**src/rtl/function_sweep_ctrl.sv**
```systemverilog
// -----------------------------------------------------------------------------
// function_sweep_ctrl
//
// Walks the select/data inputs of a combinational function block through all
// eight input combinations, samples the block's output F once each vector has
// settled, builds the captured truth table and compares it against an expected
// table latched when the sweep is accepted.
//
// Ports
//   clk        : system clock, all state on the rising edge
//   rst_n      : asynchronous active-low reset
//   start      : level; begins a sweep when the sequencer is idle
//   abort      : level; cancels a running sweep (also beats start in IDLE)
//   exp_table  : expected F per vector index, latched on an accepted start
//   f_in       : F from the function block (same clock domain)
//   s_out      : function-block S; s_out[0] = i[2], s_out[1] = i[1]
//   z_out      : function-block Z; z_out = i[0]
//   busy       : high while a sweep is in progress (SETTLE, SAMPLE, DONE)
//   done       : one-cycle pulse at sweep completion
//   pass       : captured table equals latched expected table
//   table_out  : captured F, bit i = F for vector i
//   mismatch   : table_out XOR latched expected table
//   state_dbg  : current FSM state (IDLE=0, SETTLE=1, SAMPLE=2, DONE=3)
//
// Handshake: start and abort are plain levels sampled on every rising edge;
// there is no ready/ack. A start is accepted only in IDLE with abort low, and
// the result is presented as a single done pulse with pass/mismatch valid in
// that same cycle and held until the next accepted start or reset.
// -----------------------------------------------------------------------------
module function_sweep_ctrl #(
   parameter int SETTLE_CYCLES = 2   // cycles each vector is held before F is sampled, 1..15
) (
   input  logic       clk,
   input  logic       rst_n,
   input  logic       start,
   input  logic       abort,
   input  logic [7:0] exp_table,
   input  logic       f_in,
   output logic [1:0] s_out,
   output logic       z_out,
   output logic       busy,
   output logic       done,
   output logic       pass,
   output logic [7:0] table_out,
   output logic [7:0] mismatch,
   output logic [1:0] state_dbg
);

   typedef enum logic [1:0] {
      ST_IDLE   = 2'd0,
      ST_SETTLE = 2'd1,
      ST_SAMPLE = 2'd2,
      ST_DONE   = 2'd3
   } state_t;

   localparam logic [3:0] CNT_LAST = 4'(SETTLE_CYCLES - 1);

   state_t     state_q, state_d;
   logic [2:0] idx_q, idx_d;     // vector index being applied
   logic [3:0] cnt_q, cnt_d;     // settle counter
   logic [2:0] vec_q, vec_d;     // registered vector driven onto s_out/z_out
   logic [7:0] exp_q, exp_d;     // expected table latched at start
   logic [7:0] tbl_q, tbl_d;
   logic [7:0] mm_q, mm_d;
   logic       pass_q, pass_d;
   logic [7:0] tbl_cap;          // table including the bit sampled this cycle

   always_comb begin
      tbl_cap          = tbl_q;
      tbl_cap[idx_q]   = f_in;

      state_d = state_q;
      idx_d   = idx_q;
      cnt_d   = cnt_q;
      exp_d   = exp_q;
      tbl_d   = tbl_q;
      mm_d    = mm_q;
      pass_d  = pass_q;

      case (state_q)
         ST_IDLE: begin
            if (start && !abort) begin
               state_d = ST_SETTLE;
               exp_d   = exp_table;
               idx_d   = 3'd0;
               cnt_d   = 4'd0;
               tbl_d   = 8'h00;
               mm_d    = 8'h00;
               pass_d  = 1'b0;
            end
         end
         ST_SETTLE: begin
            if (abort) begin
               state_d = ST_IDLE;
               idx_d   = 3'd0;
            end else if (cnt_q == CNT_LAST) begin
               state_d = ST_SAMPLE;
            end else begin
               cnt_d = cnt_q + 4'd1;
            end
         end
         ST_SAMPLE: begin
            // abort has priority: the bit of the aborted vector is not captured
            if (abort) begin
               state_d = ST_IDLE;
               idx_d   = 3'd0;
            end else begin
               tbl_d = tbl_cap;
               if (idx_q == 3'd7) begin
                  // Compare on the way into DONE so pass/mismatch are already
                  // valid during the done pulse.
                  state_d = ST_DONE;
                  mm_d    = tbl_cap ^ exp_q;
                  pass_d  = (tbl_cap == exp_q);
               end else begin
                  state_d = ST_SETTLE;
                  idx_d   = idx_q + 3'd1;
                  cnt_d   = 4'd0;
               end
            end
         end
         ST_DONE: begin
            state_d = ST_IDLE;
            idx_d   = 3'd0;
         end
         default: begin
            state_d = ST_IDLE;
            idx_d   = 3'd0;
         end
      endcase

      // The vector is only driven while settling/sampling; zero otherwise.
      vec_d = ((state_d == ST_SETTLE) || (state_d == ST_SAMPLE)) ? idx_d : 3'd0;
   end

   always_ff @(posedge clk or negedge rst_n) begin
      if (!rst_n) begin
         state_q <= ST_IDLE;
         idx_q   <= 3'd0;
         cnt_q   <= 4'd0;
         vec_q   <= 3'd0;
         exp_q   <= 8'h00;
         tbl_q   <= 8'h00;
         mm_q    <= 8'h00;
         pass_q  <= 1'b0;
      end else begin
         state_q <= state_d;
         idx_q   <= idx_d;
         cnt_q   <= cnt_d;
         vec_q   <= vec_d;
         exp_q   <= exp_d;
         tbl_q   <= tbl_d;
         mm_q    <= mm_d;
         pass_q  <= pass_d;
      end
   end

   assign s_out     = {vec_q[1], vec_q[2]};
   assign z_out     = vec_q[0];
   assign busy      = (state_q != ST_IDLE);
   assign done      = (state_q == ST_DONE);
   assign pass      = pass_q;
   assign table_out = tbl_q;
   assign mismatch  = mm_q;
   assign state_dbg = state_q;

endmodule

```
**config.mk**
```make
export PLATFORM = sky130hd
export DESIGN_NAME = function_sweep_ctrl
export DESIGN_NICKNAME = d
export VERILOG_FILES = /design/src/rtl/function_sweep_ctrl.sv
export SDC_FILE = /design/constraint.sdc
export NUM_CORES = 1
export LEC_CHECK = 0
export CORE_ASPECT_RATIO = 1.1
export CORE_MARGIN = 2
export CORE_UTILIZATION = 37
export CTS_CLUSTER_DIAMETER = 100
export DETAILED_ROUTE_END_ITERATION = 10
export PLACE_DENSITY = 0.68
export RECOVER_POWER = 25
export SLEW_MARGIN = 20
export SYNTH_ARGS = -nofsm -noshare
export SYNTH_HDL_FRONTEND = slang
export SYNTH_SLANG_ARGS = --single-unit
```
**constraint.sdc**
```tcl
create_clock -name clk -period 2.1 [get_ports clk]
set_input_delay 0.21 -clock clk [delete_from_list [all_inputs] [get_ports clk]]
set_output_delay 0.21 -clock clk [all_outputs]
set_load 0.01 [all_outputs]
```
Word-level counts from Yosys, hierarchy flattened --
Index checks and enable logic that the tools add are counted.
Word-level totals: word-level logic and storage cells 70, bits of input ports 13, register bits after elaboration 37
Cells by class: $add $sub $neg 2, equality and inequality tests 14, magnitude comparators 2, reduce and logical (&&, ||, !) cells 12, bitwise operators 1, muxes and demuxes 31
Operator list (number):
- 8-bit 2-to-1 mux | 4
- 8-bit case mux with 2 select lines | 2
- 4-bit 2-to-1 mux | 5
- 3-bit 2-to-1 mux | 5
- 2-bit != test (second input constant) | 6
- 3-bit case mux with 4 select lines | 1
- 4-bit case mux with 3 select lines | 1
- 2-bit 2-to-1 mux | 5
- 8-bit bitwise mux | 1
- 8-bit == test | 1
- 2-bit case mux with 4 select lines | 1
- 8-bit XOR | 1
- 2-bit == test (second input constant) | 3
- 6-bit AND reduction | 1
- 4-bit by 1-bit adder with 4-bit output (second input constant) | 1
- 2-bit by 1-bit == test with 1-bit output (second input constant) | 2
- 4-bit by 1-bit == test with 1-bit output (second input constant) | 1
- 3-bit by 4-bit less-than comparator with 1-bit output (second input constant) | 1
- 1-bit 2-to-1 mux | 4
- 4-bit AND reduction | 1
- 2-bit nonzero test | 2
- 3-bit by 1-bit adder with 3-bit output (second input constant) | 1
- 1-bit demux with 3-bit select | 1
- 3-bit == test (second input constant) | 1
- 9 further kinds | 10

Depth between registers and ports, before layout --
Gate-level depths: netlist (run 1).
depth after elaboration 9, gate-level depth with buffers 6, gate-level depth less buffers 6

Worst setup path before layout (run 1) --
No wires, ideal clock.
path type flip-flop to flip-flop, start point register idx_q[1], end point register pass_q, in the netlist pass, slack 0.417 ns, buffers on the path 1, period minus slack after synthesis 1.683 ns, stages on the path, launching flop included 7, setup time 0.092 ns, arrival time 1.590 ns, path through dfrtp_1 -> buf_2 -> nor3b_1 -> mux2i_1 -> xor2_1 -> nand4_1 -> o31ai_2
On the way: word-level cells in the longest chain between the ends 9
Ends and longest elaborated chain:
- start, declared | line 59 | logic [2:0] idx_q, idx_d;
- start signal, assigned | line 148 | idx_q <= idx_d;
- 3-bit by 4-bit less-than comparator with 1-bit output (implied by the code) or 3-bit by 1-bit >= comparator with 1-bit output (tied branches) | line 70 | tbl_cap[idx_q] = f_in;
- 1-bit logical AND (implied by the code) | line 70
- 1-bit 2-to-1 mux (implied by the code) | line 70
- 1-bit demux with 3-bit select | line 70
- 8-bit bitwise mux | line 70
- 8-bit == test | line 114 | pass_d = (tbl_cap == exp_q);
- 1-bit 2-to-1 mux | line 109 | if (idx_q == 3'd7) begin
- 1-bit 2-to-1 mux | line 104 | if (abort) begin
- 1-bit case mux with 2 select lines | line 80 | case (state_q)
- end signal, assigned | line 154 | pass_q <= pass_d;
- end, declared | line 65 | logic pass_q, pass_d;
Several ways; a longest one is shown, not always the timed one. The select of a mux whose other input is x is not followed. A chain may end at the register's enable or synchronous reset.

Worst setup path after layout (run 1) --
start point register idx_q[0], end point register pass_q, in the netlist pass
The elaborated chain is that of the path after synthesis.

==> results.yml, run 1 <==
run_status:
  status: "finished, final reports clean"
floorplan:
  dieWidth_um: 72.83
  num_rows: 27
  io_pins: 37
  fp.coreArea_sq_um: 5000
  die_y_um: 79.71
  fp.dieArea_sq_um: 5805
  start_util_pct: 38.56
pwr:
  p_leak_nw: 1.025
  powerDensity_nw_per_um2: 733.2
  ir_drop_v: 0.0003765
logic_synthesis:
  synth_warnings: 0
  synth_top_area_share_pct: 48.02
  synth_edf_count: 0
  ys_types: 39
  synth_area_per_cell_sq_um: 10.20
  synth_area_sq_um: 1928
  ys_ff_latch: 37
  synth_ff_type: "dfrtp_1"
  synthArstFlopShare_pct: 100.0
  synthTopCellsByArea: "dfrtp_1 (48%), o21ai_0 (4.9%), mux2_2 (4.7%), mux2i_1 (4.2%), nand3_1 (3.6%)"
  synth_most_common_cell: "dfrtp_1"
  synth_common_cells: "dfrtp_1 (37), o21ai_0 (19), nand3_1 (14)"
  synth_top_area_cell: "dfrtp_1"
  synthesis.nets: 205
  ys_seq_area_share_pct: 48.02
  syn_inst: 189
final_layout:
  drive_gt1_share_pct: 13.10
  syn_to_final_growth_pct: 26.67
  antenna_cells: 0
  layout.nets: 244
  fin_area_sq_um: 2442
  post-route-util_pct: 48.85
  fillCellCount: 479
  stdcell_count: 287
critical_path:
  r2r_cells: 5
  reg2reg_to: "pass"
  cp-end-kind: "register"
  critPathLaunchType: "register"
  cp_data_required_time_ps: 2300
  r2r-start: "idx_q[0]"
  reg2reg_slack_ps: 220
  path_class: "reg -> reg"
  cp.arrival_ps: 2080
  crit_path_max_fanout: 10
timing:
  finalSetupViolCount: 0
  fmax_mhz: 531.2
  slew_violations: 0
  worstMarginPinSlew_ps: 912.4
  rsz0062_at_grt: "false"
  tns_ps: 0
  finalHoldViolCount: 0
  maxSlewHeadroom_pct: 39.17
  fin_crit_ps: 1882
  clock_skew_ps: 7.348
  hold_slack_ps: 54.37
  period_share_pct: 89.64
placement:
  place_congestion: 0.7924
  dp_cells: 279
  portBuffers: 36
  dp_hpwl_mm: 2.892
  place_area_sq_um: 2350
clock_tree:
  clk_latency_ps: 280
  h-tree-depth: 2
  cts_setup_buffers: 0
  cts_buffers: 5
  clockBufferDepth: 2
  hold_buffers: 0
  cts_tree: "done"
  root_buffer: "clkbuf_8"
  cts.clk_slew.worst_paths_ps: 80
  cts_num_sinks: 37
  postCtsResizedCells: 0
grt:
  grt_first_pass_wirelength_mm: 6.479
  grt_max_degree: 38
  grtUsageMet2_pct: 23.36
  use_met3_pct: 4.040
  grtUsageTotal_pct: 14.48
  gr-total-overflow: 0
  gr-usage-met1_pct: 18.61
  grt_pass1_vias: 1412
  antenna_found_initial: 0
  busiest_layer: "met2"
detailed_routing:
  vias_per_cell: 5.268
  dr.pass1.iters: 4
  drc_errors: 0
  wl_per_cell_um: 14.00
  wl_mm: 4.017
  drt-initial-drc-count: 85
  num_vias: 1512
  ant_nets: 0
worst_hold_path:
  worstHoldPathType: "in -> async"
run:
  drv_cap: 0
==> area by class of cell <==
type	instances	area [sq um]	share of cell area, %
clock buffer	6	72.57	2.971
clock inverter	2	10.01	0.4098
inverter	12	45.04	1.844
multi-input combinational	130	915.9	37.50
sequential	37	925.9	37.91
tap	58	72.57	2.971
timing repair buffer	42	400.4	16.39
==> how the worst max path moves through the flow <==
stage	slack, ps	start	cells after the start	to
2_1_floorplan	420	idx_q[1]	6	pass
4_1_cts	160	idx_q[1]	5	pass
6_report	220	idx_q[0]	5	pass
3_3_place_gp	190	idx_q[1]	5	pass
5_1_grt	20	idx_q[1]	5	pass
3_5_place_dp	170	idx_q[1]	5	pass
==> metal layers <==
metal  routed length, um  vias up
met1                1875      725
met5                   0        -
met4                  46        0
li1                    -      756
met3                 121        4
met2                1974       27
==> placed cells by master (no fill, tap or decap), drive strengths merged <==
cell	instances
or3	1
a32oi	1
mux2	8
clkbuf	7
a211oi	2
o32ai	2
and2	1
nor3b	3
nand3b	3
o22ai	4
and3	1
xnor2	3
clkdlybuf4s50	35
nand2b	5
clkinv	2
a31oi	1
buf	6
o21ai	20
mux2i	8
a21boi	1
xor2	8
a21bo	1
nand3	16
nor2	10
o31ai	1
dfrtp	37
a21oi	11
nand2	5
nor2b	2
inv	12
a221o	1
o21bai	1
ha	3
nand4	2
nor3	1
a32o	4
==> registers in the layout (all words and copies together) (netlist names) <==
register,cells
cnt_q,4
exp_q,8
idx_q,3
mismatch,8
pass,1
state_dbg,2
table_out,8
vec_q,3
==> kinds of logic after synthesis <==
| group | after synthesis | share of synthesized area, % |
|---|---|---|
| compound gates | 50 | 16.35 |
| simple gates | 50 | 14.86 |
| flops | 37 | 48.02 |
| buf+inv | 22 | 4.996 |
| mux | 16 | 8.826 |
| xor+xnor | 11 | 4.997 |
| fa+ha+maj | 3 | 1.947 |
==> where the power goes <==
group	leakage, nW	switching [W]	internal, W	total, W
sequential	0.495	0.000101	0.000798	0.000899
clock	0.0450	0.000242	0.000230	0.000472
combinational	0.485	0.000210	0.000210	0.000420
total	1.02	0.000552	0.00124	0.00179
==> stage by stage <==
step	total power, W	worst slack, ps
floorplan	0.001190	417.5
global placement	0.001320	186.2
detailed placement	0.001331	169.1
CTS	0.001804	156.5
global route	0.001911	19.50
finish	0.001791	217.6
==> worst max-delay path, cell delays in order, from the launching register on <==
cell,delay (ps)
dfrtp_1,600
nor3b_1,410
mux2i_1,260
xor2_1,190
nand4_1,130
o31ai_2,220
Note: power is estimated with default switching activity, not from simulation.
==> run 2, diff against run 1 <==
Settings changed: CORE_ASPECT_RATIO 1.1 to 1.25, HOLD_SLACK_MARGIN set to 0.15.
==> run 2 against run 1 <==
Worst hold slack better by 450 ps; clock power is 2% higher; worst setup slack better by 7.9 ps; sequential power is 1% lower; sequential cell count stayed put; core utilization is 0.10 points lower; first-iteration DRC count is 20% higher; largest power group unchanged.
==> results.yml, run 2 (synthesis results as in run 1) <==
run_status:
  status: "finished, final reports clean"
placement:
  place_area_sq_um: 2362
  portBuffers: 36
  place_congestion: 0.7759
  dp_cells: 284
  dp_hpwl_mm: 2.869
final_layout:
  layout.nets: 246
  regArea_sq_um: 925.9
  antenna_cells: 0
  fin_area_sq_um: 2459
  multi_input_area_sq_um: 905.9
  fillCellCount: 509
  stdcell_count: 293
  drive_gt1_share_pct: 12.99
  layout_commonest_cell: "dfrtp_1"
  syn_to_final_growth_pct: 27.51
  final_cell_mix: "dfrtp_1 (37), clkdlybuf4s50_1 (35), o21ai_0 (19)"
timing:
  slew_violations: 0
  period_share_pct: 89.26
  fin_crit_ps: 1874
  fmax_mhz: 533.5
  tns_ps: 0
  rsz0062_at_grt: "false"
  clock_skew_ps: 6.979
  worstMarginPinSlew_ps: 932.4
  finalHoldViolCount: 0
  finalSetupViolCount: 0
  maxSlewHeadroom_pct: 37.84
worst_hold_path:
  worstHoldEndpoint: "mismatch[3]"
  whs_path_depth: 2
  worstHoldPathType: "reg -> reg"
  hp-start: "mismatch[3]"
pwr:
  powerDensity_nw_per_um2: 731.1
  p_leak_nw: 1.026
  ir_drop_v: 0.0003611
floorplan:
  die_y_um: 84.71
  io_pins: 37
  num_rows: 29
  start_util_pct: 38.23
  fp.dieArea_sq_um: 5808
  fp.coreArea_sq_um: 5044
  dieWidth_um: 68.57
grt:
  grtUsageTotal_pct: 15.60
  grt_pass1_vias: 1516
  grt_first_pass_wirelength_mm: 6.920
  gr-total-overflow: 0
  antenna_found_initial: 0
  grt_max_degree: 38
critical_path:
  critPathBufInv: 0
  crit_path_max_fanout: 10
  cp_data_required_time_ps: 2310
  critPathLaunchType: "register"
  reg2reg_slack_ps: 230
  r2r_cells: 5
  cp.arrival_ps: 2080
  path_class: "reg -> reg"
  cp-end-kind: "register"
  critPathMaxStageDelay_ps: 550
  path_cells: "nor3b_1, mux2i_1, xor2_1, nand4_1, o31ai_2"
  reg2reg_to: "pass"
  cpMaxStageDelayCell: "dfrtp_1"
  r2r-start: "idx_q[0]"
  path_delay_family: "flip-flops"
clock_tree:
  clk_latency_ps: 290
  clockBufferDepth: 2
  cts_num_sinks: 37
  root_buffer: "clkbuf_8"
  cts.clk_slew.worst_paths_ps: 80
  cts_buffers: 5
  h-tree-depth: 2
  cts_tree: "done"
run:
  drv_cap: 0
detailed_routing:
  wl_per_cell_um: 13.35
  wl_mm: 3.911
  dr.pass1.iters: 4
  vias_per_cell: 5.181
  num_vias: 1518
  drt-initial-drc-count: 102
  drc_errors: 0
  ant_nets: 0
[run 2: cell types whose count changed in the layout (fill, tap and decap cells not counted)]
cell,delta
buf_4,+1
nor3b_2,-2
clkbuf_1,-1
dlygate4sd3_1,+1
nor3b_1,+2
clkinvlp_4,+1
[run 2: power breakdown]
group          switching [W]  internal (W)
Clock               0.000254      0.000229
Combinational       0.000215      0.000213
Sequential         0.0000879      0.000798
Total               0.000557       0.00124
[run 2: cell type report]
type / instances / area share, %
sequential: 37 / 37.66
clock buffer: 5 / 2.799
multi-input combinational: 130 / 36.84
clock inverter: 3 / 0.7125
inverter: 12 / 1.832
tap: 62 / 3.155
timing repair buffer: 44 / 17.00
[run 2: routing by layer]
layer	track usage [%]	part of all wire, %	vias to the layer above
li1	-	-	755
met1	19.91	44	729
met2	25.61	50	28
met3	3.619	3.6	6
met4	4.909	1.6	0
met5	0	0	-
[run 2: how the worst max path moves through the flow]
| stage | start | endpoint | slack [ps] | depth (start not counted) |
|---|---|---|---|---|
| after floorplan | idx_q[1] | pass | 420 | 6 |
| after global placement | idx_q[0] | pass | 290 | 5 |
| after detailed placement | idx_q[0] | pass | 260 | 5 |
| after CTS | idx_q[0] | pass | 230 | 5 |
| after global routing | idx_q[0] | pass | 50 | 5 |
| final | idx_q[0] | pass | 230 | 5 |
[run 2: worst reg2reg max path, delay by kind of cell (launching register included)]
kind / cells / cell delay [ps]
flops: 1 / 550
mux: 1 / 260
simple gates: 2 / 550
compound gates: 1 / 230
xor+xnor: 1 / 200
[run 2: repair_timing]
action                                  CTS  global route
endpoints found under the hold margin    37             0
hold buffers                              1             0
setup buffers                             0             0
resized for setup                         0             0
endpoints found under the setup margin    0             0
[run 2: stage by stage]
step                hold slack [ps]  setup WS [ps]  utilization, %  power (W)
floorplan                    -85.59          417.5               -   0.001190
global route                  524.6          50.24           48.75   0.001930
global placement              348.4          290.4           46.84   0.001326
CTS                           509.6          226.8           48.75   0.001829
detailed placement            363.2          262.2           46.84   0.001331
finish                        500.0          225.5           48.75   0.001798
==> run 3, diff against run 2 <==
--- a/config.mk
+++ b/config.mk
@@ -7,10 +7,8 @@
 export LEC_CHECK = 0
 export CORE_ASPECT_RATIO = 1.25
-export CORE_MARGIN = 2
 export CORE_UTILIZATION = 37
 export CTS_CLUSTER_DIAMETER = 100
 export DETAILED_ROUTE_END_ITERATION = 10
 export HOLD_SLACK_MARGIN = 0.15
-export PLACE_DENSITY = 0.68
 export RECOVER_POWER = 25
 export SLEW_MARGIN = 20
==> constraint.sdc (replaced) <==
create_clock -name clk -period 2.1 [get_ports clk]
set_input_delay 0.42 -clock clk [delete_from_list [all_inputs] [get_ports clk]]
set_output_delay 0.42 -clock clk [all_outputs]
set_load 0.01 [all_outputs]
==> run 3 against run 2 <==
Largest power group unchanged; critical path type is now reg -> out; power increased by 2.2%; cell count up 2.4%; critical endpoint is now busy; largest cell class unchanged; global-route usage grew 1.4 points; non-clock buffer count grew 7; clock-buffer cell count is 1 higher; sequential share of layout area is 1.2 points lower; first-iteration DRC count is 70% lower; combinational power rose by 9.6%.
==> results.yml, run 3 (synthesis results as in run 1) <==
detailed_routing:
  wl_mm: 4.084
  vias_per_cell: 5.057
  drc_errors: 0
  ant_nets: 0
  drt-initial-drc-count: 31
  num_vias: 1517
  dr.pass1.iters: 4
  wl_per_cell_um: 13.61
timing:
  hold_slack_ps: 496.8
  period_share_pct: 93.85
  finalHoldViolCount: 0
  fmax_mhz: 507.4
  worst_slack_ps: 129.2
  finalSetupViolCount: 0
  fin_crit_ps: 1971
  slew_violations: 0
  tns_ps: 0
  rsz0062_at_grt: "false"
  maxSlewHeadroom_pct: 21.15
  worstMarginPinSlew_ps: 1183
  clock_skew_ps: 8.079
clock_tree:
  cts_buffers: 5
  cts_tree: "done"
  cts_setup_buffers: 0
  cts.clk_slew.worst_paths_ps: 70
  clockBufferDepth: 2
  h-tree-depth: 2
  clk_latency_ps: 300
  root_buffer: "clkbuf_8"
  cts_num_sinks: 37
grt:
  antenna_found_initial: 0
  grt_first_pass_wirelength_mm: 6.844
  grt_pass1_vias: 1488
  use_met3_pct: 3.984
  gr-usage-met1_pct: 20.39
  busiest_layer: "met2"
  grtUsageMet2_pct: 28.69
  gr-total-overflow: 0
  grtUsageTotal_pct: 17.04
  grt_max_degree: 21
run:
  drv_cap: 0
critical_path:
  crit_path_max_fanout: 8
  cp.arrival_ps: 1550
  critPathLaunchType: "register"
  cp_data_required_time_ps: 1680
  cp-end-kind: "output pin"
  path_class: "reg -> out"
pwr:
  p_comb_share_pct: 25.5
  switching_share_pct: 31.41
  p_int_w: 0.001260
  switchingPower_w: 0.0005768
  seqPwrFrac_pct: 47.7
  ir_drop_v: 0.0003916
  p_clk_share_pct: 26.8
  p_leak_nw: 1.073
  powerDensity_nw_per_um2: 724.1
final_layout:
  syn_to_final_growth_pct: 31.54
  fin_area_sq_um: 2536
  stdcell_count: 300
  layout.nets: 253
  final_cell_mix: "dfrtp_1 (37), clkdlybuf4s50_1 (35), o21ai_0 (19)"
  drive_gt1_share_pct: 15.13
  antenna_cells: 0
  layout_commonest_cell: "dfrtp_1"
floorplan:
  fp.coreArea_sq_um: 5044
  start_util_pct: 38.23
  fp.dieArea_sq_um: 5506
  num_rows: 29
  io_pins: 37
  dieWidth_um: 66.57
  die_y_um: 82.71
placement:
  dp_hpwl_mm: 3.010
  dp_cells: 291
  portBuffers: 36
  place_congestion: 0.8304
  place_area_sq_um: 2440
  detailedPlace.worstSlack_ps: 87.04
worst_hold_path:
  worstHoldPathType: "reg -> reg"
run_status:
  status: "finished, final reports clean"
## run 3: worst max-delay path, cell delays in order (launching register included)
cell and delay (ps):
dfrtp_1 460, nor2_1 260, inv_1 70, clkdlybuf4s50_1 480
## run 3: cell type report
type / instances / area, sq um
fillers: 482 / 2507
flip-flops and latches: 37 / 925.9
multi-input cells: 130 / 910.9
repair buffers: 51 / 494.2
well taps: 62 / 77.57
clock buffers: 6 / 72.57
inverters: 12 / 45.04
clock inverters: 2 / 10.01
## run 3: worst paths after layout
check	start	endpoint	slack, ps	depth (start not counted)
worst max register to register	idx_q[1]	pass	240	5
worst max-delay path	state_dbg[1]	busy	130	3
max in group asynchronous	rst_n	exp_q[2]	510	2
worst min register to register	mismatch[6]	mismatch[6]	500	2
min in group asynchronous	rst_n	mismatch[7]	880	2
worst min-delay path	mismatch[6]	mismatch[6]	500	2
## run 3: repair_timing
action	CTS	global route
endpoints found under the setup margin	0	1
endpoints found under the hold margin	19	0
resized for setup	0	1
hold buffers	1	0
## run 3: power groups by stage
stage / Clock (W) / Sequential [W] / Combinational, W
after detailed placement: 0 / 0.000891 / 0.000472
after global routing: 0.000536 / 0.000890 / 0.000526
final: 0.000492 / 0.000876 / 0.000469
after global placement: 0 / 0.000888 / 0.000468
after CTS: 0.000508 / 0.000876 / 0.000475
after floorplan: 0 / 0.000872 / 0.000318
## run 3: routing by layer
metal / wire length, um / share of wire, %
met5: 0 / 0
met4: 71 / 1.7
met3: 187 / 4.6
met2: 1968 / 48
met1: 1855 / 45
## run 3: metrics by stage
step                      total power (W)  utilization (%)
after floorplan                  0.001190                -
after global placement           0.001355            48.38
after detailed placement         0.001362            48.38
after CTS                        0.001859            50.21
after global routing             0.001952            50.29
final                            0.001836            50.29
